[src/rtl/vga_pkg.sv]
// Shared timing constants, pixel field layout and helpers for the VGA display back-end.
// Default geometry is 640x480@60 Hz; modules take these as parameter defaults.
package vga_pkg;

    localparam int CLK_DIV_DEFAULT = 4;

    localparam int H_VISIBLE = 640;
    localparam int H_FRONT   = 16;
    localparam int H_SYNC    = 96;
    localparam int H_BACK    = 48;
    localparam int V_VISIBLE = 480;
    localparam int V_FRONT   = 10;
    localparam int V_SYNC    = 2;
    localparam int V_BACK    = 33;

    localparam int H_TOTAL = H_VISIBLE + H_FRONT + H_SYNC + H_BACK;
    localparam int V_TOTAL = V_VISIBLE + V_FRONT + V_SYNC + V_BACK;

    localparam int H_SYNC_START = H_VISIBLE + H_FRONT;
    localparam int H_SYNC_END   = H_SYNC_START + H_SYNC;
    localparam int V_SYNC_START = V_VISIBLE + V_FRONT;
    localparam int V_SYNC_END   = V_SYNC_START + V_SYNC;

    localparam int COORD_W = 10;
    localparam int PIXEL_W = 12;
    localparam int CH_W    = 4;
    localparam int R_LSB   = 8;
    localparam int G_LSB   = 4;
    localparam int B_LSB   = 0;

    typedef logic [COORD_W-1:0] coord_t;

    typedef struct packed {
        logic [CH_W-1:0] r;
        logic [CH_W-1:0] g;
        logic [CH_W-1:0] b;
    } rgb_t;

    function automatic rgb_t unpack_pixel(input logic [PIXEL_W-1:0] p);
        rgb_t c;
        c.r = p[R_LSB +: CH_W];
        c.g = p[G_LSB +: CH_W];
        c.b = p[B_LSB +: CH_W];
        return c;
    endfunction

endpackage

[src/rtl/vga_display_timing.sv]
// Pixel-rate divider, horizontal/vertical counters and raw visible/sync/frame decode.
// All outputs other than the counters are combinational decodes of the current count.
module vga_timing
    import vga_pkg::*;
#(
    parameter int CLK_DIV    = CLK_DIV_DEFAULT,
    parameter int H_VIS      = H_VISIBLE,
    parameter int H_FP       = H_FRONT,
    parameter int H_SW       = H_SYNC,
    parameter int H_BP       = H_BACK,
    parameter int V_VIS      = V_VISIBLE,
    parameter int V_FP       = V_FRONT,
    parameter int V_SW       = V_SYNC,
    parameter int V_BP       = V_BACK
) (
    input  logic   clk,
    input  logic   rst,
    output coord_t h_cnt_o,
    output coord_t v_cnt_o,
    output logic   pix_tick_o,
    output logic   visible_o,
    output logic   hs_raw_o,
    output logic   vs_raw_o,
    output logic   v_blank_o,
    output logic   frame_start_o
);

    localparam int H_TOT   = H_VIS + H_FP + H_SW + H_BP;
    localparam int V_TOT   = V_VIS + V_FP + V_SW + V_BP;
    localparam int HS_BEG  = H_VIS + H_FP;
    localparam int HS_END  = HS_BEG + H_SW;
    localparam int VS_BEG  = V_VIS + V_FP;
    localparam int VS_END  = VS_BEG + V_SW;
    localparam int DIV_W   = (CLK_DIV > 1) ? $clog2(CLK_DIV) : 1;

    logic [DIV_W-1:0] div_cnt_q, div_cnt_d;
    coord_t           h_cnt_q, h_cnt_d;
    coord_t           v_cnt_q, v_cnt_d;
    logic             pix_tick;
    logic             h_last;
    logic             v_last;

    assign pix_tick = (div_cnt_q == DIV_W'(CLK_DIV - 1));
    assign h_last   = (h_cnt_q == COORD_W'(H_TOT - 1));
    assign v_last   = (v_cnt_q == COORD_W'(V_TOT - 1));

    always_comb begin
        div_cnt_d = div_cnt_q + 1'b1;
        h_cnt_d   = h_cnt_q;
        v_cnt_d   = v_cnt_q;
        if (pix_tick) begin
            div_cnt_d = '0;
            if (h_last) begin
                h_cnt_d = '0;
                v_cnt_d = v_last ? '0 : v_cnt_q + 1'b1;
            end else begin
                h_cnt_d = h_cnt_q + 1'b1;
            end
        end
    end

    always_ff @(posedge clk or posedge rst) begin
        if (rst) begin
            div_cnt_q <= '0;
            h_cnt_q   <= '0;
            v_cnt_q   <= '0;
        end else begin
            div_cnt_q <= div_cnt_d;
            h_cnt_q   <= h_cnt_d;
            v_cnt_q   <= v_cnt_d;
        end
    end

    assign h_cnt_o    = h_cnt_q;
    assign v_cnt_o    = v_cnt_q;
    assign pix_tick_o = pix_tick;
    assign visible_o  = (h_cnt_q < COORD_W'(H_VIS)) && (v_cnt_q < COORD_W'(V_VIS));
    assign v_blank_o  = (v_cnt_q >= COORD_W'(V_VIS));

    // Sync pulses are active low inside their window.
    assign hs_raw_o = !((h_cnt_q >= COORD_W'(HS_BEG)) && (h_cnt_q < COORD_W'(HS_END)));
    assign vs_raw_o = !((v_cnt_q >= COORD_W'(VS_BEG)) && (v_cnt_q < COORD_W'(VS_END)));

    // The tick that wraps both counters back to the origin.
    assign frame_start_o = pix_tick && h_last && v_last;

endmodule

[src/rtl/vga_display.sv]
// VGA display back-end: drives framebuffer coordinates and registers the returned
// pixel plus sync so colour and sync leave one pixel period behind the counters.
module vga_display
    import vga_pkg::*;
#(
    parameter int CLK_DIV   = CLK_DIV_DEFAULT,
    parameter int H_VIS     = H_VISIBLE,
    parameter int H_FP      = H_FRONT,
    parameter int H_SW      = H_SYNC,
    parameter int H_BP      = H_BACK,
    parameter int V_VIS     = V_VISIBLE,
    parameter int V_FP      = V_FRONT,
    parameter int V_SW      = V_SYNC,
    parameter int V_BP      = V_BACK
) (
    input  logic               clk,
    input  logic               rst,
    output logic [COORD_W-1:0] pixel_x,
    output logic [COORD_W-1:0] pixel_y,
    input  logic [PIXEL_W-1:0] pixel,
    output logic [CH_W-1:0]    vga_r,
    output logic [CH_W-1:0]    vga_g,
    output logic [CH_W-1:0]    vga_b,
    output logic               vga_hs,
    output logic               vga_vs,
    output logic               vblank,
    output logic               frame_start
);

    coord_t h_cnt;
    coord_t v_cnt;
    logic   pix_tick;
    logic   visible;
    logic   hs_raw;
    logic   vs_raw;
    logic   v_blank;

    rgb_t   rgb_q, rgb_d;
    logic   hs_q, hs_d;
    logic   vs_q, vs_d;
    logic   vblank_q, vblank_d;

    vga_timing #(
        .CLK_DIV (CLK_DIV),
        .H_VIS   (H_VIS),
        .H_FP    (H_FP),
        .H_SW    (H_SW),
        .H_BP    (H_BP),
        .V_VIS   (V_VIS),
        .V_FP    (V_FP),
        .V_SW    (V_SW),
        .V_BP    (V_BP)
    ) u_timing (
        .clk           (clk),
        .rst           (rst),
        .h_cnt_o       (h_cnt),
        .v_cnt_o       (v_cnt),
        .pix_tick_o    (pix_tick),
        .visible_o     (visible),
        .hs_raw_o      (hs_raw),
        .vs_raw_o      (vs_raw),
        .v_blank_o     (v_blank),
        .frame_start_o (frame_start)
    );

    // Blanked coordinates collapse to 0 so memory addresses never leave the buffer.
    assign pixel_x = visible ? h_cnt : '0;
    assign pixel_y = visible ? v_cnt : '0;

    always_comb begin
        rgb_d    = rgb_q;
        hs_d     = hs_q;
        vs_d     = vs_q;
        vblank_d = vblank_q;
        if (pix_tick) begin
            rgb_d    = visible ? unpack_pixel(pixel) : '0;
            hs_d     = hs_raw;
            vs_d     = vs_raw;
            vblank_d = v_blank;
        end
    end

    always_ff @(posedge clk or posedge rst) begin
        if (rst) begin
            rgb_q    <= '0;
            hs_q     <= 1'b1;
            vs_q     <= 1'b1;
            vblank_q <= 1'b0;
        end else begin
            rgb_q    <= rgb_d;
            hs_q     <= hs_d;
            vs_q     <= vs_d;
            vblank_q <= vblank_d;
        end
    end

    assign vga_r  = rgb_q.r;
    assign vga_g  = rgb_q.g;
    assign vga_b  = rgb_q.b;
    assign vga_hs = hs_q;
    assign vga_vs = vs_q;
    assign vblank = vblank_q;

endmodule

[config.mk]
export PLATFORM = sky130hd
export DESIGN_NAME = vga_display
export DESIGN_NICKNAME = d
export VERILOG_FILES = /design/src/rtl/vga_pkg.sv /design/src/rtl/vga_display_timing.sv /design/src/rtl/vga_display.sv
export SDC_FILE = /design/constraint.sdc
export NUM_CORES = 1
export LEC_CHECK = 0
export CELL_PAD_IN_SITES_DETAIL_PLACEMENT = 0
export CELL_PAD_IN_SITES_GLOBAL_PLACEMENT = 1
export CORE_ASPECT_RATIO = 0.8
export CORE_MARGIN = 2
export CORE_UTILIZATION = 39
export DETAILED_ROUTE_END_ITERATION = 8
export GPL_ROUTABILITY_DRIVEN = 0
export GPL_TIMING_DRIVEN = 0
export PLACE_DENSITY_LB_ADDON = 0.1
export SETUP_SLACK_MARGIN = 0.4
export SLEW_MARGIN = 0
export SYNTH_ARGS = -nofsm -noshare
export SYNTH_HDL_FRONTEND = slang
export SYNTH_SLANG_ARGS = --single-unit
[constraint.sdc]
create_clock -name clk -period 3 [get_ports clk]
set_input_delay 0.9 -clock clk [delete_from_list [all_inputs] [get_ports clk]]
set_output_delay 0.9 -clock clk [all_outputs]
set_load 0.02 [all_outputs]
==> reports/metrics.yaml, run 1 <==
yosys:
  post-synth-top-count-cell: "dfrtp_1"
  synth_ff_type: "dfrtp_1"
  netlist_top_cells_count: "dfrtp_1 (35), nand2_1 (23), inv_1 (20), nor2_1 (17), and3_1 (16)"
  syn_avg_cell_area_um2: 9.330
  synth_seq_area_share: 0.4738
  syn_area_um2: 1959
  yosys.area.top_type: "dfrtp_1"
  synth_area_leaders: "dfrtp_1 (45%), and3_1 (5.1%), nand2_1 (4.4%)"
  syn_inst: 210
  yosysUniqueCellTypes: 40
  synth-async-reset-ratio: 1.000
  yosys_register_bits: 37
  synth_top_area_frac: 0.4470
  syn_nets: 229
  yosysWarnings: 0
  synth_edf_count: 0
timing:
  max_freq_mhz: 390.1
  setup_slack_ps: 436.8
  timing_hold_violations_final: 0
  worst_clock_skew_ps: 3.917
  hold_slack_ps: 427.0
  relSlewSlack: 0.4800
  timing.final.crit_share: 0.8544
  worst_pin_slew_ps: 778.8
  min_period_ps: 2563
  finalSetupViolations: 0
  setup_tns_ps: 0
  maxSlewViolCount: 0
  rsz0062_at_grt: "true"
setup_path:
  rrSetupSlack_ps: 440
  crit-reg2reg-launch: "u_timing.v_cnt_o[6]"
  cp_max_fo: 6
  cp-start-kind: "flip-flop"
  worstSetupEndpointType: "flip-flop"
  required_ps: 3160
  r2r-end: "u_timing.v_cnt_o[3]"
  critical_path.endpoint: "u_timing.v_cnt_o[3]"
  worstSetupPathType: "flip-flop to flip-flop"
  r2r_cells: 14
  critical_path.startpoint: "u_timing.v_cnt_o[6]"
  cp.arrival_ps: 2730
detailed_routing:
  routed_wl_um: 5103
  antenna_left: 0
  viasPerCell: 5.234
  first_iter_violations: 98
  dr_total_vias: 1832
  drc_errors: 0
  wl_per_cell_um: 14.58
  firstDrtPassIters: 4
clock_tree:
  cts_tree: "done"
  cts_hold_buffers: 0
  numCtsBuffers: 5
  path_clk_slew_ps: 80
  clockBufferDepth: 2
  cts_sinks: 37
  clk_latency_ps: 280
  cts-root-buf: "clkbuf_8"
  cts_max_level: 2
floorplanning:
  die_w_um: 83.25
  row_count: 23
  dieArea_um2: 5610
  core-area_um2: 4921
  num_io_pins: 50
  die_y_um: 67.40
  initial_core_util: 0.3982
status:
  outcome: "complete, no violations"
power:
  power.density_nw_per_um2: 369.5
  power_mw: 1.030
  peakVddDrop_v: 0.0002296
  p_leak_nw: 1.309
flow_run:
  max_cap_viol_count: 0
grt:
  grt_pass1_vias: 1707
  grtUsageTotal: 0.1927
  grt_pass1_wl_um: 8445
  antenna_found_initial: 0
  overflow: 0
  grt_max_degree: 38
finish:
  final_nets: 306
  antenna_cells: 0
  stdcell_area_um2: 2788
  fillCellCount: 457
  drive_above_1_share: 0.2847
  fin_util: 0.5665
  fin_cells: 350
  area_delta_synth_final_pct: 42.27
place:
  dpl_cell_area_um2: 2517
  pre_cts_slack_ps: -304.0
  placed_cells: 320
  dp_hpwl_um: 3169
  portBuffers: 48
hold_path:
  hp-class: "flip-flop to flip-flop"
==> state kept, by name (all words and copies together) (netlist names) <==
name,cells
vga_r,4
u_timing.div_cnt_q,2
vga_hs,1
vblank,1
u_timing.h_cnt_o,10
vga_vs,1
vga_b,4
vga_g,4
u_timing.v_cnt_o,10
==> worst min path at each step <==
stage | from | endpoint | cells after the start
after global routing | u_timing.div_cnt_q[0] | u_timing.div_cnt_q[0] | 1
after detailed placement | u_timing.div_cnt_q[0] | u_timing.div_cnt_q[0] | 1
final | u_timing.div_cnt_q[0] | u_timing.div_cnt_q[0] | 1
after CTS | u_timing.div_cnt_q[0] | u_timing.div_cnt_q[0] | 1
after floorplan | u_timing.div_cnt_q[0] | u_timing.div_cnt_q[0] | 1
after global placement | u_timing.div_cnt_q[0] | u_timing.div_cnt_q[0] | 1
==> power breakdown <==
group / total (mW) / leakage [nW] / switching (mW) / internal, mW
clock: 0.455 / 0.0574 / 0.185 / 0.270
combinational: 0.0643 / 0.794 / 0.0306 / 0.0337
sequential: 0.511 / 0.458 / 0.00404 / 0.507
total: 1.03 / 1.31 / 0.219 / 0.811
==> cells by family after synthesis <==
group | Yosys count | synth area share
simple gates | 94 | 0.2733
flops | 37 | 0.4738
buf+inv | 33 | 0.07790
compound gates | 28 | 0.08621
xor+xnor | 10 | 0.04470
fa+ha+maj | 5 | 0.03193
mux | 2 | 0.01022
other cells | 1 | 0.001914
==> cell type report <==
| class | count | area [um^2] | share of cell area |
|---|---|---|---|
| multi-input cells | 140 | 929.6 | 0.3335 |
| clock buffers | 6 | 82.58 | 0.02962 |
| well taps | 62 | 77.57 | 0.02783 |
| flip-flops and latches | 37 | 935.9 | 0.3357 |
| plain buffers | 13 | 98.84 | 0.03546 |
| inverters | 20 | 75.07 | 0.02693 |
| clock inverters | 2 | 37.54 | 0.01347 |
| repair buffers | 70 | 550.5 | 0.1975 |
==> worst max-delay path, stage by stage, from the launching register on <==
cell and delay [ps]:
dfrtp_1 390, buf_4 160, nor4bb_2 280, nand4_1 170
buf_4 170, buf_4 120, buf_4 120, buf_4 130
buf_4 120, buf_4 120, buf_4 120, buf_4 120
buf_4 150, a22oi_1 150, o31ai_1 110
==> what timing repair did <==
| item | 4_1_cts | 5_1_grt |
|---|---|---|
| pin swaps | 3 | 3 |
| resized for setup | 93 | 19 |
| gates cloned | 0 | 0 |
| setup buffers | 18 | 4 |
| endpoints found under the setup margin | 20 | 24 |
==> routing by layer <==
layer | vias to the layer above | global-route usage | wire length (um)
li1 | 881 | - | -
met1 | 880 | 0.2719 | 2408
met2 | 61 | 0.2853 | 2305
met3 | 10 | 0.03912 | 278
met4 | 0 | 0.09426 | 111
met5 | - | 0 | 0
==> cells in the final DEF, fill, tap and decap left out, types with 3 or more instances in the layout <==
cell type and count:
a21oi_1 4, and3_1 16, buf_2 19, buf_4 28
buf_6 3, clkbuf_1 4, clkbuf_8 6, clkdlybuf4s50_1 28
dfrtp_1 29, dfrtp_2 6, ha_1 4, inv_1 17
inv_2 3, nand2_1 22, nand3_1 6, nand4_1 8
nor2_1 16, nor3_1 6, o21ai_0 4, o22ai_1 13
xnor2_1 6, xor2_1 4
No activity file was read; power rests on OpenSTA's default activity.
==> run 2, diff against run 1 <==
--- a/config.mk
+++ b/config.mk
@@ -5,15 +5,14 @@
 export SDC_FILE = /design/constraint.sdc
 export NUM_CORES = 1
 export LEC_CHECK = 0
-export CELL_PAD_IN_SITES_DETAIL_PLACEMENT = 0
-export CELL_PAD_IN_SITES_GLOBAL_PLACEMENT = 1
 export CORE_ASPECT_RATIO = 0.8
 export CORE_MARGIN = 2
-export CORE_UTILIZATION = 39
+export CORE_UTILIZATION = 40
+export CTS_CLUSTER_DIAMETER = 50
 export DETAILED_ROUTE_END_ITERATION = 8
 export GPL_ROUTABILITY_DRIVEN = 0
 export GPL_TIMING_DRIVEN = 0
-export PLACE_DENSITY_LB_ADDON = 0.1
+export PLACE_DENSITY = 0.67
 export SETUP_SLACK_MARGIN = 0.4
 export SLEW_MARGIN = 0
 export SYNTH_ARGS = -nofsm -noshare
==> reports/metrics.yaml, run 2 (synthesized netlist as in run 1, its figures left out) <==
finish:
  area_delta_synth_final_pct: 42.91
  fin_util: 0.6019
  final_common_cell: "dfrtp_1"
  final_nets: 303
  layout_common_cells: "dfrtp_1 (29), clkdlybuf4s50_1 (28), nand2_1 (22), buf_4 (22), inv_1 (18)"
  fin_cells: 345
  stdcell_area_um2: 2800
  drive_above_1_share: 0.2667
  antenna_cells: 0
setup_path:
  path_buf_inv: 2
  cp_max_fo: 5
  rrSetupSlack_ps: 1120
  cp_cell_sequence: "and4_4 -> nor2_4 -> buf_6 -> and3_2 -> clkdlybuf4s15_2"
  worstSetupEndpointType: "primary output"
  required_ps: 2100
  cpMaxStageDelayCell: "dfrtp_2"
  cp_top_family: "simple AND/OR/NAND/NOR gates"
  worstSetupPathType: "flip-flop to primary output"
  cp-start-kind: "flip-flop"
  cp.arrival_ps: 1680
  cp_slowest_stage_delay_ps: 440
clock_tree:
  cts_hold_buffers: 0
  cts_tree: "done"
  clockBufferDepth: 2
  numCtsBuffers: 5
  cts_sinks: 37
  clk_latency_ps: 280
  cts-root-buf: "clkbuf_8"
  path_clk_slew_ps: 60
  cts_max_level: 2
grt:
  overflow: 0
  grt_pass1_vias: 1584
  grt_pass1_wl_um: 7486
  grt_max_degree: 38
  grtUsageTotal: 0.1800
  antenna_found_initial: 0
floorplanning:
  die_w_um: 82.25
  core-area_um2: 4652
  num_io_pins: 50
  die_y_um: 66.60
  row_count: 22
  initial_core_util: 0.4212
  dieArea_um2: 5478
timing:
  worst_pin_slew_ps: 772.4
  timing.final.crit_share: 0.8598
  maxSlewViolCount: 0
  setup_slack_ps: 420.5
  rsz0062_at_grt: "true"
  hold_slack_ps: 439.7
  worst_clock_skew_ps: 8.611
  relSlewSlack: 0.4843
  max_freq_mhz: 387.7
  finalSetupViolations: 0
  setup_tns_ps: 0
  min_period_ps: 2579
  timing_hold_violations_final: 0
status:
  outcome: "complete, no violations"
detailed_routing:
  dr_total_vias: 1779
  antenna_left: 0
  firstDrtPassIters: 4
  routed_wl_um: 4861
  drc_errors: 0
  viasPerCell: 5.157
  first_iter_violations: 79
  wl_per_cell_um: 14.09
power:
  power_mw: 0.9097
  p_leak_nw: 1.288
  peakVddDrop_v: 0.0002662
  power.density_nw_per_um2: 324.9
flow_run:
  max_cap_viol_count: 0
place:
  pre_cts_slack_ps: -243.9
  placed_cells: 318
  dpl_cell_area_um2: 2515
  portBuffers: 48
  dp_hpwl_um: 3129
hold_path:
  hp-class: "flip-flop to flip-flop"
==> run 2: repair_timing <==
action                                  4_1_cts  5_1_grt
pin swaps                                     2        5
gates resized for setup                      76       32
buffers inserted                              2       17
cloned                                        0        0
endpoints found under the setup margin       20       20
==> run 2: where the power goes <==
part	internal, mW	switching [mW]
sequential	0.507	0.00472
combinational	0.0336	0.0306
clock	0.165	0.169
total	0.706	0.204
==> run 2: layout make-up <==
cell class                 count  area, um^2
sequential                    37       935.9
buffer                        13       106.4
tap                           60       75.07
fill                         418        1852
multi-input combinational    140       930.9
timing repair buffer          67       596.8
clock buffer                   8       80.08
inverter                      20       75.07
==> run 2: path summary, 6_finish.rpt <==
kind | end | depth (start not counted) | startpoint
min | u_timing.div_cnt_q[0] | 1 | u_timing.div_cnt_q[0]
max | pixel_x[4] | 5 | u_timing.v_cnt_o[7]
max in group asynchronous | u_timing.v_cnt_o[6] | 2 | rst
min in group asynchronous | vga_g[2] | 2 | rst
min reg2reg | u_timing.div_cnt_q[0] | 1 | u_timing.div_cnt_q[0]
max reg2reg | u_timing.v_cnt_o[4] | 6 | u_timing.h_cnt_o[0]
==> run 2: layer usage <==
layer | global-route usage | vias up | routed length, um
li1 | - | 872 | -
met1 | 0.2541 | 838 | 2208
met2 | 0.2681 | 64 | 2278
met3 | 0.06640 | 5 | 350
met4 | 0.02708 | 0 | 23
met5 | 0 | - | 0
==> run 2: worst reg2reg max path, delay by kind of cell (launching register included) <==
family                     cells  cell delay [ps]
buffers and inverters          1              170
adders and majority gates      1              200
DFF                            1              430
and+or+nand+nor                4             1010
==> run 3, diff against run 2 <==
--- a/config.mk
+++ b/config.mk
@@ -14,7 +14,7 @@
 export GPL_TIMING_DRIVEN = 0
 export PLACE_DENSITY = 0.67
 export SETUP_SLACK_MARGIN = 0.4
-export SLEW_MARGIN = 0
+export SLEW_MARGIN = 5
 export SYNTH_ARGS = -nofsm -noshare
 export SYNTH_HDL_FRONTEND = slang
 export SYNTH_SLANG_ARGS = --single-unit
==> results of run 3 <==
No change in the layout: final DEF, timing and power equal those of run 2.
